[config.mk]
export PLATFORM = sky130hd
export DESIGN_NAME = reg_a_flat
export DESIGN_NICKNAME = d
export VERILOG_FILES = /design/src/rtl/reg_a_if.sv /design/src/rtl/reg_a.sv /design/src/flat_wrapper.sv
export SDC_FILE = /design/constraint.sdc
export NUM_CORES = 1
export LEC_CHECK = 0
export BUFFER_PORTS_ARGS = -buffer_cell sky130_fd_sc_hd__buf_2
export CAP_MARGIN = 20
export CORE_MARGIN = 1.5
export CORE_UTILIZATION = 36
export DETAILED_ROUTE_END_ITERATION = 10
export GPL_TIMING_DRIVEN = 0
export PLACE_DENSITY = 0.75
export SETUP_SLACK_MARGIN = 0.02
export SLEW_MARGIN = 20
export SYNTH_ARGS = -nofsm -noshare
export SYNTH_HDL_FRONTEND = slang
export SYNTH_SLANG_ARGS = --single-unit
[constraint.sdc]
create_clock -name clk -period 0.8 [get_ports clk]
set_input_delay 0.16 -clock clk [delete_from_list [all_inputs] [get_ports clk]]
set_output_delay 0.16 -clock clk [all_outputs]
set_load 0.03 [all_outputs]
[src/rtl/reg_a_if.sv]
// Operand-A register bus: register-file read data in, registered operand out.
// The master drives data_input and observes data_output; the slave is the register.
interface reg_a_if #(
  parameter int WIDTH = 32
);
  logic [WIDTH-1:0] data_input;
  logic [WIDTH-1:0] data_output;

  modport master (
    output data_input,
    input  data_output
  );

  modport slave (
    input  data_input,
    output data_output
  );
endinterface : reg_a_if

[src/rtl/reg_a.sv]
// A-operand holding register for the multicycle datapath: plain D register,
// loads every rising edge, asynchronously cleared to RESET_VALUE.
module reg_a #(
  parameter int               WIDTH       = 32,
  parameter logic [WIDTH-1:0] RESET_VALUE = '0
) (
  input  logic   clk,
  input  logic   rst_n,
  reg_a_if.slave bus
);

  logic [WIDTH-1:0] a_q;

  // NOTE: non-blocking assignment so every reader sees the pre-edge value.
  always_ff @(posedge clk or negedge rst_n) begin
    if (!rst_n) begin
      a_q <= RESET_VALUE;
    end else begin
      a_q <= bus.data_input;
    end
  end

  // Output comes straight from the flop; no combinational path from data_input.
  assign bus.data_output = a_q;

endmodule : reg_a

[src/flat_wrapper.sv]
// flat-port wrapper written by rule: the top's interface ports become plain ports
module reg_a_flat 
#(
  parameter int               WIDTH       = 32,
  parameter logic [WIDTH-1:0] RESET_VALUE = '0
)
  (clk, rst_n, bus_data_input, bus_data_output);
  reg_a_if #(.WIDTH(WIDTH)) bus_i ();
  input  logic clk;
  input  logic rst_n;
  input wire logic [$bits(bus_i.data_input)-1:0] bus_data_input;
  output wire logic [$bits(bus_i.data_output)-1:0] bus_data_output;
  assign bus_i.data_input = bus_data_input;
  assign bus_data_output = bus_i.data_output;
  reg_a #(.WIDTH(WIDTH), .RESET_VALUE(RESET_VALUE)) u_core (.clk(clk), .rst_n(rst_n), .bus(bus_i));
endmodule
# ---- Yosys cells after proc, flatten, opt, wreduce, memory -nomap -nowiden
# Index checks and enable logic that the tools add are counted.
dict set report word_totals {
  reg_bits 32
  input_bits 34
  out_inout_bits 32
  word_cells 1
}

# ---- Depth between registers and ports, before layout
# Gate-level depths: netlist of run 1.
dict set report logic_depth {
  word_depth 0
  ltp_mapped 0
  ltp_nobuf 0
}

# ---- Least setup slack after synthesis of run 1
# OpenSTA, ideal clock, no wires.
dict set report synth_path {
  path_kind {register to output}
  from {register u_core.a_q[0], in the netlist u_core.bus.data_output[0]}
  to {output bus_data_output[0]}
  arrival_time_ps 467
  required_ps 640
  slack_ps 173
  path_stages_with_launch 1
  n_path_buf 0
  path_cell_list {dfrtp_1}
}
# element line_no
set synth_rtl {}
lappend synth_rtl {{start, declared} reg_a.sv:12} ;# logic [WIDTH-1:0] a_q;
lappend synth_rtl {{start signal, assigned} reg_a.sv:19} ;# a_q <= bus.data_input;
lappend synth_rtl {{end, declared} flat_wrapper.sv:12} ;# output wire logic [$bits(bus_i.data_output)-1:0] bus_data_output;
# No word-level cell between the ends.

# ---- Worst setup path after layout of run 1
dict set report layout_path {
  from {register u_core.a_q[17], in the netlist u_core.bus.data_output[17]}
  to {output bus_data_output[17]}
}
# No word-level cell between the ends.

==> results by group, run 1 <==
Outcome
  • Status: finished with violations
  • Failing checks: hold timing, setup timing

Setup path
  • CP max stage cell: dfrtp_1
  • CP required: about 0.64 ns
  • Worst path depth: 1
  • CP endpoint kind: output pin
  • Slowest stage delay, CP: around 0.40 ns
  • Worst Setup Start Kind: flip-flop
  • CP Cell Sequence: buf_6
  • CP delay by family, top: flip-flops
  • CP Max Fanout: 1
  • Critical Path AT: 0.83 ns
  • Crit path to: bus_data_output[17]
  • Crit Path Class: reg -> out
  • Worst path bufs/invs: 1
  • Critical path origin: u_core.bus.data_output[17]

Floorplan
  • Core Area: 0.00202 mm^2
  • Die Span Y: roughly 50 um
  • Die Area: approximately 0.0025 mm^2
  • Initial Util: between 30% and 40%
  • Ports: 66
  • DIE WIDTH: roughly 50 um
  • Num rows: 16

Clock network
  • Max clock buf depth: 2
  • CTS buffer count: 5
  • Clk root buf: clkbuf_4
  • TritonCTS clock tree: yes
  • Clock slew at reported path FFs: approximately 0.09 ns
  • H-Tree Depth: 2
  • CTS Sinks: 32
  • CTS hold repair buffers: 32

STA
  • Hold Vio Cnt, Final: 32
  • Worst Tran Pin Value: 0.655 ns
  • Final setup viols: 32
  • Slew headroom: a little under three fifths
  • Fin. max-slew vios: 0
  • Final min period: ~0.99 ns
  • F_max: 1.01 GHz
  • Fin crit share: 124%
  • RSZ-0062 raised after global routing: yes
  • Fin worst setup slack: -0.194 ns
  • Worst Hold Slack: -0.114 ns

Min path
  • Hold Path Class: in -> async

Yosys
  • Cells after synthesis: 32
  • Area leader, netlist: dfrtp_1
  • Largest cells by area after synthesis: dfrtp_1 100%
  • Seq cells post-synth: 32
  • Post-synth cell types: 1
  • Sequential share of the synthesized area: 100%
  • Mapped Avg Cell Area: 25.0 um^2
  • Synth Cell Area: 801 um^2
  • Synth Net Count: 66
  • Synth Area in Compound Gates: 0%
  • Synth top area share: between 90% and 100%
  • XOR/XNOR Fraction of Synth Area: 0%
  • Mux share of post-synthesis cell area: 0%
  • Synth Area in Simple Gates: 0%
  • Synthesis Warnings: 0
  • Post-Synth Adder-Cell Area: 0%

Cells and area
  • Commonest non-fill, non-tap cell in the layout: buf_2
  • FF+latch area: approximately 800 um^2
  • Layout fillers: just under 100
  • Commonest non-fill, non-tap cells in the layout: 33 x buf_2, 32 x dlygate4sd3_1, 32 x buf_6, 32 x dfrtp_1, 5 x clkbuf_4
  • Finished Cell Area: around 0.0017 mm^2
  • Max reg flops: 32
  • # diodes: 0
  • Non-filler cells, final: 164
  • Area Overhead vs Synth: 117%
  • Layout cells sized above 1: roughly half
  • Final #Nets: 170
  • Multi-In Gates: 0
  • Multi-input logic area: 0 um^2

Routing
  • Via density: 4.06
  • First-pass detailed-route iteration total: 2
  • DRC Markers: 0
  • DRT antenna net count: 0
  • Final wirelength: ~2200 um
  • Via Count: about 670
  • Routed length per placed instance: roughly 13 um
  • Initial DRC count: 2

Global routing
  • GR Overflow Total: 0
  • Vias in the first global route: 737
  • GRT Total Usage: 18.8%
  • Largest net degree at the start of global routing: 33
  • First-pass GRT wire length: about 3400 um
  • Initial antenna violation count: 0

Job
  • Max-Cap Viols: 0

Pwr
  • Total power: ~3.2 mW
  • PwrDens: approximately 1800 mW/mm^2
  • Leak pwr: approximately 0.86 nW
  • Max VDD drop: roughly 2.2 mV

Placement
  • I/O Buffers: 65
  • RePlAce Congestion: 0.685
  • DP Cell Count: around 120
  • Placement Cell Area: 0.00116 mm^2
[cell families after synthesis]
logic type  after synthesis
flops                    32
[stage by stage]
step                setup TNS, ns  utilization [%]  setup WS, ns
floorplan                       0                -         0.173
global placement                0             57.4         0.121
detailed placement              0             57.4         0.114
CTS                         -6.22             86.0        -0.216
global route                -6.79             86.0        -0.237
finish                      -5.50             86.0        -0.194
[where the power goes]
part / switching (mW) / internal [mW]
sequential: 0.0394 / 1.70
clock: 0.442 / 0.433
combinational: 0.279 / 0.312
total: 0.760 / 2.44
[layout make-up]
| type | count | area share, % |
|---|---|---|
| clock buffer | 8 | 3.38 |
| sequential | 32 | 46.0 |
| tap | 27 | 1.94 |
| timing repair buffer | 97 | 48.6 |
[synthesized netlist by cell type]
cell type	count
dfrtp_1	32
[what timing repair did]
action                                 in CTS  in global routing
buffers inserted                            0                  0
gates resized for setup                    64                  0
setup endpoints to repair                  32                 32
pin swaps                                   0                  0
endpoints found under the hold margin      64                 32
[how the worst min path moves through the flow]
stage                     startpoint                          to
after CTS                      rst_n   u_core.bus.data_output[5]
after global routing           rst_n  u_core.bus.data_output[24]
after detailed placement       rst_n  u_core.bus.data_output[28]
after global placement         rst_n  u_core.bus.data_output[14]
after floorplan                rst_n   u_core.bus.data_output[0]
final                          rst_n   u_core.bus.data_output[5]
[layer usage]
metal,vias up,share of wire [%],track usage [%]
met4,0,0,1.39
met3,0,7.1,6.55
li1,304,-,-
met5,-,0,0
met2,42,60,38.2
met1,320,33,18.4
Note: power is estimated with default switching activity, not from simulation.
==> inputs of run 2 (changes only) <==
- CORE_UTILIZATION: 36 -> 39
- PLACE_DENSITY: 0.75 -> 0.81
- clock period: 0.8 -> 1.2 ns (I/O delays scaled with it)
==> results by group, run 2 (synthesis results as in run 1) <==
Routing
  • Via density: 4.12 (was 4.06)
  • DRC Markers: 0 (unchanged)
  • Via Count: 610 (was 666)
  • Initial DRC count: 5 (was 2)
  • Final wirelength: 1930 um (was 2170 um)
  • First-pass detailed-route iteration total: 4 (was 2)
  • Routed length per placed instance: 13.0 um (was 13.2 um)
  • DRT antenna net count: 0 (unchanged)

Min path
  • Hold Path Class: in -> reg (was in -> async)
  • Worst Hold Path EP: u_core.bus.data_output[12]
  • Cells on Worst Hold Path: 1
  • Hold Crit Start: bus_data_input[12]

Job
  • Max-Cap Viols: 0 (unchanged)

STA
  • F_max: 0.888 GHz
  • Fin crit share: between 90% and 100%
  • Setup_tns: 0 ns (was -5.50 ns)
  • Final setup viols: 0 (was 32)
  • Fin worst setup slack: 0.0738 ns (was -0.194 ns)
  • Fin. max-slew vios: 0 (unchanged)
  • Worst Tran Pin Value: 0.647 ns (was 0.655 ns)
  • Final min period: 1.13 ns
  • RSZ-0062 raised after global routing: no (was yes)
  • Slew headroom: 56.9% (was 56.4%)
  • Hold Vio Cnt, Final: 0 (was 32)

Clock network
  • CTS Sinks: 32 (unchanged)
  • CTS hold repair buffers: 3 (was 32)
  • H-Tree Depth: 2 (unchanged)
  • Post CTS Setup Buffer Count: 0 (unchanged)
  • Clock slew at reported path FFs: 0.09 ns (about the same)
  • TritonCTS clock tree: yes (unchanged)
  • CTS resizes: 0 (was 64)
  • CTS buffer count: 5 (unchanged)
  • Clk root buf: clkbuf_4 (unchanged)
  • Max clock buf depth: 2 (unchanged)

Setup path
  • Critical Path AT: 0.89 ns (was 0.83 ns)
  • Crit Path Class: reg -> out (unchanged)
  • CP required: 0.96 ns (was 0.64 ns)
  • CP delay by family, top: flip-flops (unchanged)
  • CP Cell Sequence: buf_2 (was buf_6)
  • Slowest stage delay, CP: 0.39 ns (was 0.40 ns)
  • CP Max Fanout: 1 (unchanged)
  • Worst Setup Start Kind: flip-flop (unchanged)
  • Worst path bufs/invs: 1 (unchanged)
  • CP endpoint kind: output pin (unchanged)
  • CP max stage cell: dfrtp_1 (unchanged)

Floorplan
  • Ports: 66 (unchanged)
  • Num rows: 16 (unchanged)
  • Initial Util: 41.2% (was 39.6%)
  • Die Span Y: 48.3 um (was 50.2 um)
  • Die Area: 0.00233 mm^2 (was 0.00252 mm^2)
  • DIE WIDTH: 48.3 um (was 50.2 um)
  • Core Area: 0.00194 mm^2 (was 0.00202 mm^2)

Placement
  • DP Cell Count: 124 (unchanged)
  • RePlAce Congestion: 0.721 (was 0.685)
  • Hpwl dp: approximately 1200 um
  • Place WS: 0.437 ns (was 0.114 ns)
  • I/O Buffers: 65 (unchanged)

Cells and area
  • Multi-In Gates: 0 (unchanged)
  • Commonest non-fill, non-tap cells in the layout: 65 x buf_2, 32 x dfrtp_1, 16 x dlygate4sd3_1 (was 33 x buf_2, 32 x dlygate4sd3_1, 32 x buf_6, 32 x dfrtp_1, 5 x clkbuf_4)
  • Multi-input logic area: 0 um^2 (unchanged)
  • Final Util: 71.0% (was 86.0%)
  • Non-filler cells, final: 148 (was 164)
  • Commonest non-fill, non-tap cell in the layout: buf_2 (unchanged)
  • Final #Nets: 154 (was 170)
  • Layout cells sized above 1: 58.7% (was 51.8%)
  • Area Overhead vs Synth: 72.2% (was 117%)
  • Max reg flops: 32 (unchanged)
  • # diodes: 0 (unchanged)

Global routing
  • Initial antenna violation count: 0 (unchanged)
  • First-pass GRT wire length: 2810 um (was 3350 um)
  • GR Overflow Total: 0 (unchanged)
  • Largest net degree at the start of global routing: 33 (unchanged)
  • GRT Total Usage: 17.0% (was 18.8%)
  • Vias in the first global route: 627 (was 737)

Pwr
  • Total internal power: 1.53 mW (was 2.44 mW)
  • Leak pwr: 0.728 nW (was 0.863 nW)
  • PwrDens: 1470 mW/mm^2 (was 1840 mW/mm^2)
  • Max VDD drop: 1.03 mV (was 2.22 mV)
  • NetSw: 502 uW (was 760 uW)
  • Gate power share: 14.1% (was 18.4%)
  • Sequential power share: 56.4% (was 54.3%)
  • Clk pwr share: 29.5% (was 27.3%)
  • Total power: 2.03 mW (was 3.20 mW)
  • Switching Share: 24.7% (was 23.7%)

Outcome
  • Status: finished clean (was finished with violations)
==> run 2: cell count changes in the layout (fill, tap and decap cells not counted) <==
| cell | previous run | this run |
|---|---|---|
| buf_6 | 32 | 0 |
| dlygate4sd3_1 | 32 | 16 |
| buf_2 | 33 | 65 |
==> run 2: layout make-up <==
cell class	count	area [um^2]
flip-flops and latches	32	801
well taps	27	33.8
clock buffers	8	58.8
repair buffers	81	485
fillers	137	563
==> run 2: worst max path at each step <==
stage                     slack, ns  cells after the start            endpoint                 startpoint
after floorplan                0.49                      0  bus_data_output[0]  u_core.bus.data_output[0]
after global placement         0.44                      1  bus_data_output[8]  u_core.bus.data_output[8]
after detailed placement       0.44                      1  bus_data_output[0]  u_core.bus.data_output[0]
after global routing           0.04                      1  bus_data_output[1]  u_core.bus.data_output[1]
after CTS                      0.07                      1  bus_data_output[3]  u_core.bus.data_output[3]
final                          0.07                      1  bus_data_output[1]  u_core.bus.data_output[1]
==> run 2: through the flow <==
step,hold slack [ns],instance area (um^2)
4_1_cts,0.000300,1250
3_5_place_dp,0.304,1160
3_3_place_gp,0.292,1160
2_1_floorplan,-0.0556,801
6_report,0.0242,1380
5_1_grt,0.00160,1380
==> run 2: power by group through the flow <==
stage | clock network (mW) | registers [mW] | logic [mW]
final | 0.599 | 1.14 | 0.286
after global routing | 0.665 | 1.15 | 0.305
after CTS | 0.622 | 1.14 | 0.253
after detailed placement | 0 | 1.17 | 0.245
after global placement | 0 | 1.16 | 0.242
after floorplan | 0 | 1.28 | 0
==> run 2: per-layer routing <==
metal  up-vias  GRT usage (%)  wire [um]
met2        63           24.1        772
met5         -              0          0
met4         0           8.57         40
met3         6           12.0        339
li1        274              -          -
met1       267           19.3        774
==> inputs of run 3 (changes only) <==
- PLACE_DENSITY: 0.81 -> 0.85
==> results by group, run 3 (synthesis results as in run 1) <==
Routing
  • DRC Markers: 0 (unchanged)
  • Routed length per placed instance: 13.1 um (was 13.0 um)
  • Final wirelength: 2120 um (was 1930 um)
  • Initial DRC count: 1 (was 5)
  • DRT antenna net count: 0 (unchanged)
  • Via Count: 656 (was 610)
  • First-pass detailed-route iteration total: 2 (was 4)
  • Via density: 4.05 (was 4.12)

Cells and area
  • Max reg flops: 32 (unchanged)
  • Final Util: 78.7% (was 71.0%)
  • Multi-In Gates: 0 (unchanged)
  • Non-filler cells, final: 162 (was 148)
  • Finished Cell Area: 0.00153 mm^2 (was 0.00138 mm^2)
  • Multi-input logic area: 0 um^2 (unchanged)
  • Commonest non-fill, non-tap cells in the layout: 64 x buf_2, 32 x dfrtp_1, 30 x dlygate4sd3_1 (was 65 x buf_2, 32 x dfrtp_1, 16 x dlygate4sd3_1)
  • Area Overhead vs Synth: 90.8% (was 72.2%)
  • Commonest non-fill, non-tap cell in the layout: buf_2 (unchanged)
  • Final #Nets: 168 (was 154)
  • Layout cells sized above 1: 54.1% (was 58.7%)
  • # diodes: 0 (unchanged)

Clock network
  • H-Tree Depth: 2 (unchanged)
  • Max clock buf depth: 2 (unchanged)
  • Clk root buf: clkbuf_4 (unchanged)
  • TritonCTS clock tree: yes (unchanged)
  • CTS buffer count: 5 (unchanged)
  • CTS Sinks: 32 (unchanged)
  • Clock slew at reported path FFs: 0.09 ns (about the same)

Floorplan
  • Initial Util: 41.2% (unchanged)
  • Ports: 66 (unchanged)
  • Die Span Y: 48.3 um (unchanged)
  • DIE WIDTH: 48.3 um (unchanged)
  • Core Area: 0.00194 mm^2 (unchanged)
  • Die Area: 0.00233 mm^2 (unchanged)
  • Num rows: 16 (unchanged)

Job
  • Max-Cap Viols: 0 (unchanged)

STA
  • RSZ-0062 raised after global routing: no (unchanged)
  • Worst Tran Pin Value: 0.658 ns (was 0.647 ns)
  • Hold Vio Cnt, Final: 0 (unchanged)
  • Fin worst setup slack: 0.0579 ns (was 0.0738 ns)
  • Final min period: 1.14 ns (was 1.13 ns)
  • Setup_tns: 0 ns (unchanged)
  • F_max: 0.876 GHz (was 0.888 GHz)
  • Worst Hold Slack: 0.0207 ns (was 0.0242 ns)
  • Final setup viols: 0 (unchanged)
  • Slew headroom: 56.1% (was 56.9%)
  • Fin. max-slew vios: 0 (unchanged)
  • Fin crit share: 95.2% (was 93.8%)

Setup path
  • Worst path bufs/invs: 1 (unchanged)
  • CP endpoint kind: output pin (unchanged)
  • Critical Path AT: 0.90 ns (was 0.89 ns)
  • Crit Path Class: reg -> out (unchanged)
  • CP max stage cell: dfrtp_1 (unchanged)
  • Slowest stage delay, CP: 0.40 ns (was 0.39 ns)
  • Worst Setup Start Kind: flip-flop (unchanged)
  • CP Max Fanout: 1 (unchanged)
  • CP Cell Sequence: buf_2 (unchanged)
  • CP required: 0.96 ns (about the same)
  • CP delay by family, top: flip-flops (unchanged)

Placement
  • Placement Cell Area: 0.00116 mm^2 (unchanged)
  • Place WS: 0.431 ns (was 0.437 ns)
  • Hpwl dp: 1150 um (was 1180 um)
  • DP Cell Count: 124 (unchanged)
  • I/O Buffers: 65 (unchanged)
  • RePlAce Congestion: 0.607 (was 0.721)

Global routing
  • Largest net degree at the start of global routing: 33 (unchanged)
  • Vias in the first global route: 626 (was 627)
  • Initial antenna violation count: 0 (unchanged)
  • GRT Total Usage: 16.2% (was 17.0%)
  • First-pass GRT wire length: 2590 um (was 2810 um)
  • GR Overflow Total: 0 (unchanged)

Min path
  • Worst Hold Path EP: u_core.bus.data_output[25] (was u_core.bus.data_output[12])
  • Hold Crit Start: bus_data_input[25] (was bus_data_input[12])
  • Cells on Worst Hold Path: 1 (unchanged)
  • Hold Path Class: in -> reg (unchanged)

Pwr
  • PwrDens: 1370 mW/mm^2 (was 1470 mW/mm^2)
  • Leak pwr: 0.794 nW (was 0.728 nW)
  • Max VDD drop: 1.04 mV (was 1.03 mV)
  • Total power: 2.10 mW (was 2.03 mW)

Outcome
  • Status: finished clean (unchanged)
run 3: cell types whose count changed in the layout (fill, tap and decap cells not counted):
cell / before / now
dlygate4sd3_1: 16 / 30
clkbuf_1: 2 / 0
clkinv_2: 0 / 2
buf_2: 65 / 64
buf_6: 0 / 1
run 3: how the worst max path moves through the flow:
stage / to / cells past startpoint / slack [ns] / start
floorplan: bus_data_output[0] / 0 / 0.49 / u_core.bus.data_output[0]
global placement: bus_data_output[4] / 1 / 0.45 / u_core.bus.data_output[4]
detailed placement: u_core.bus.data_output[9] / 1 / 0.43 / rst_n
CTS: bus_data_output[11] / 1 / 0.06 / u_core.bus.data_output[11]
global route: bus_data_output[20] / 1 / 0.02 / u_core.bus.data_output[20]
finish: bus_data_output[20] / 1 / 0.06 / u_core.bus.data_output[20]
run 3: layout make-up:
| type | instances | area [um^2] |
|---|---|---|
| Clock buffer | 6 | 51.3 |
| Clock inverter | 2 | 10.0 |
| Fill cell | 120 | 414 |
| Sequential cell | 32 | 801 |
| Tap cell | 27 | 33.8 |
| Timing Repair Buffer | 95 | 632 |
run 3: where the power goes:
group | switching (mW) | leakage [nW] | internal, mW
clock | 0.349 | 0.0380 | 0.278
combinational | 0.184 | 0.383 | 0.140
sequential | 0.0143 | 0.373 | 1.13
total | 0.547 | 0.794 | 1.55
run 3: routing by layer:
metal / GRT usage, % / vias up / part of all wire, %
met5: 0 / - / 0
met4: 10.0 / 0 / 1.5
met3: 9.26 / 3 / 8.4
met2: 29.6 / 37 / 56
met1: 12.7 / 313 / 34
li1: - / 303 / -
run 3: timing repair:
| action | CTS | global route |
|---|---|---|
| buffers inserted | 0 | 0 |
| hold buffers | 10 | 20 |
| hold endpoints to repair | 41 | 20 |
| gates resized for setup | 0 | 3 |
| endpoints found under the setup margin | 0 | 1 |
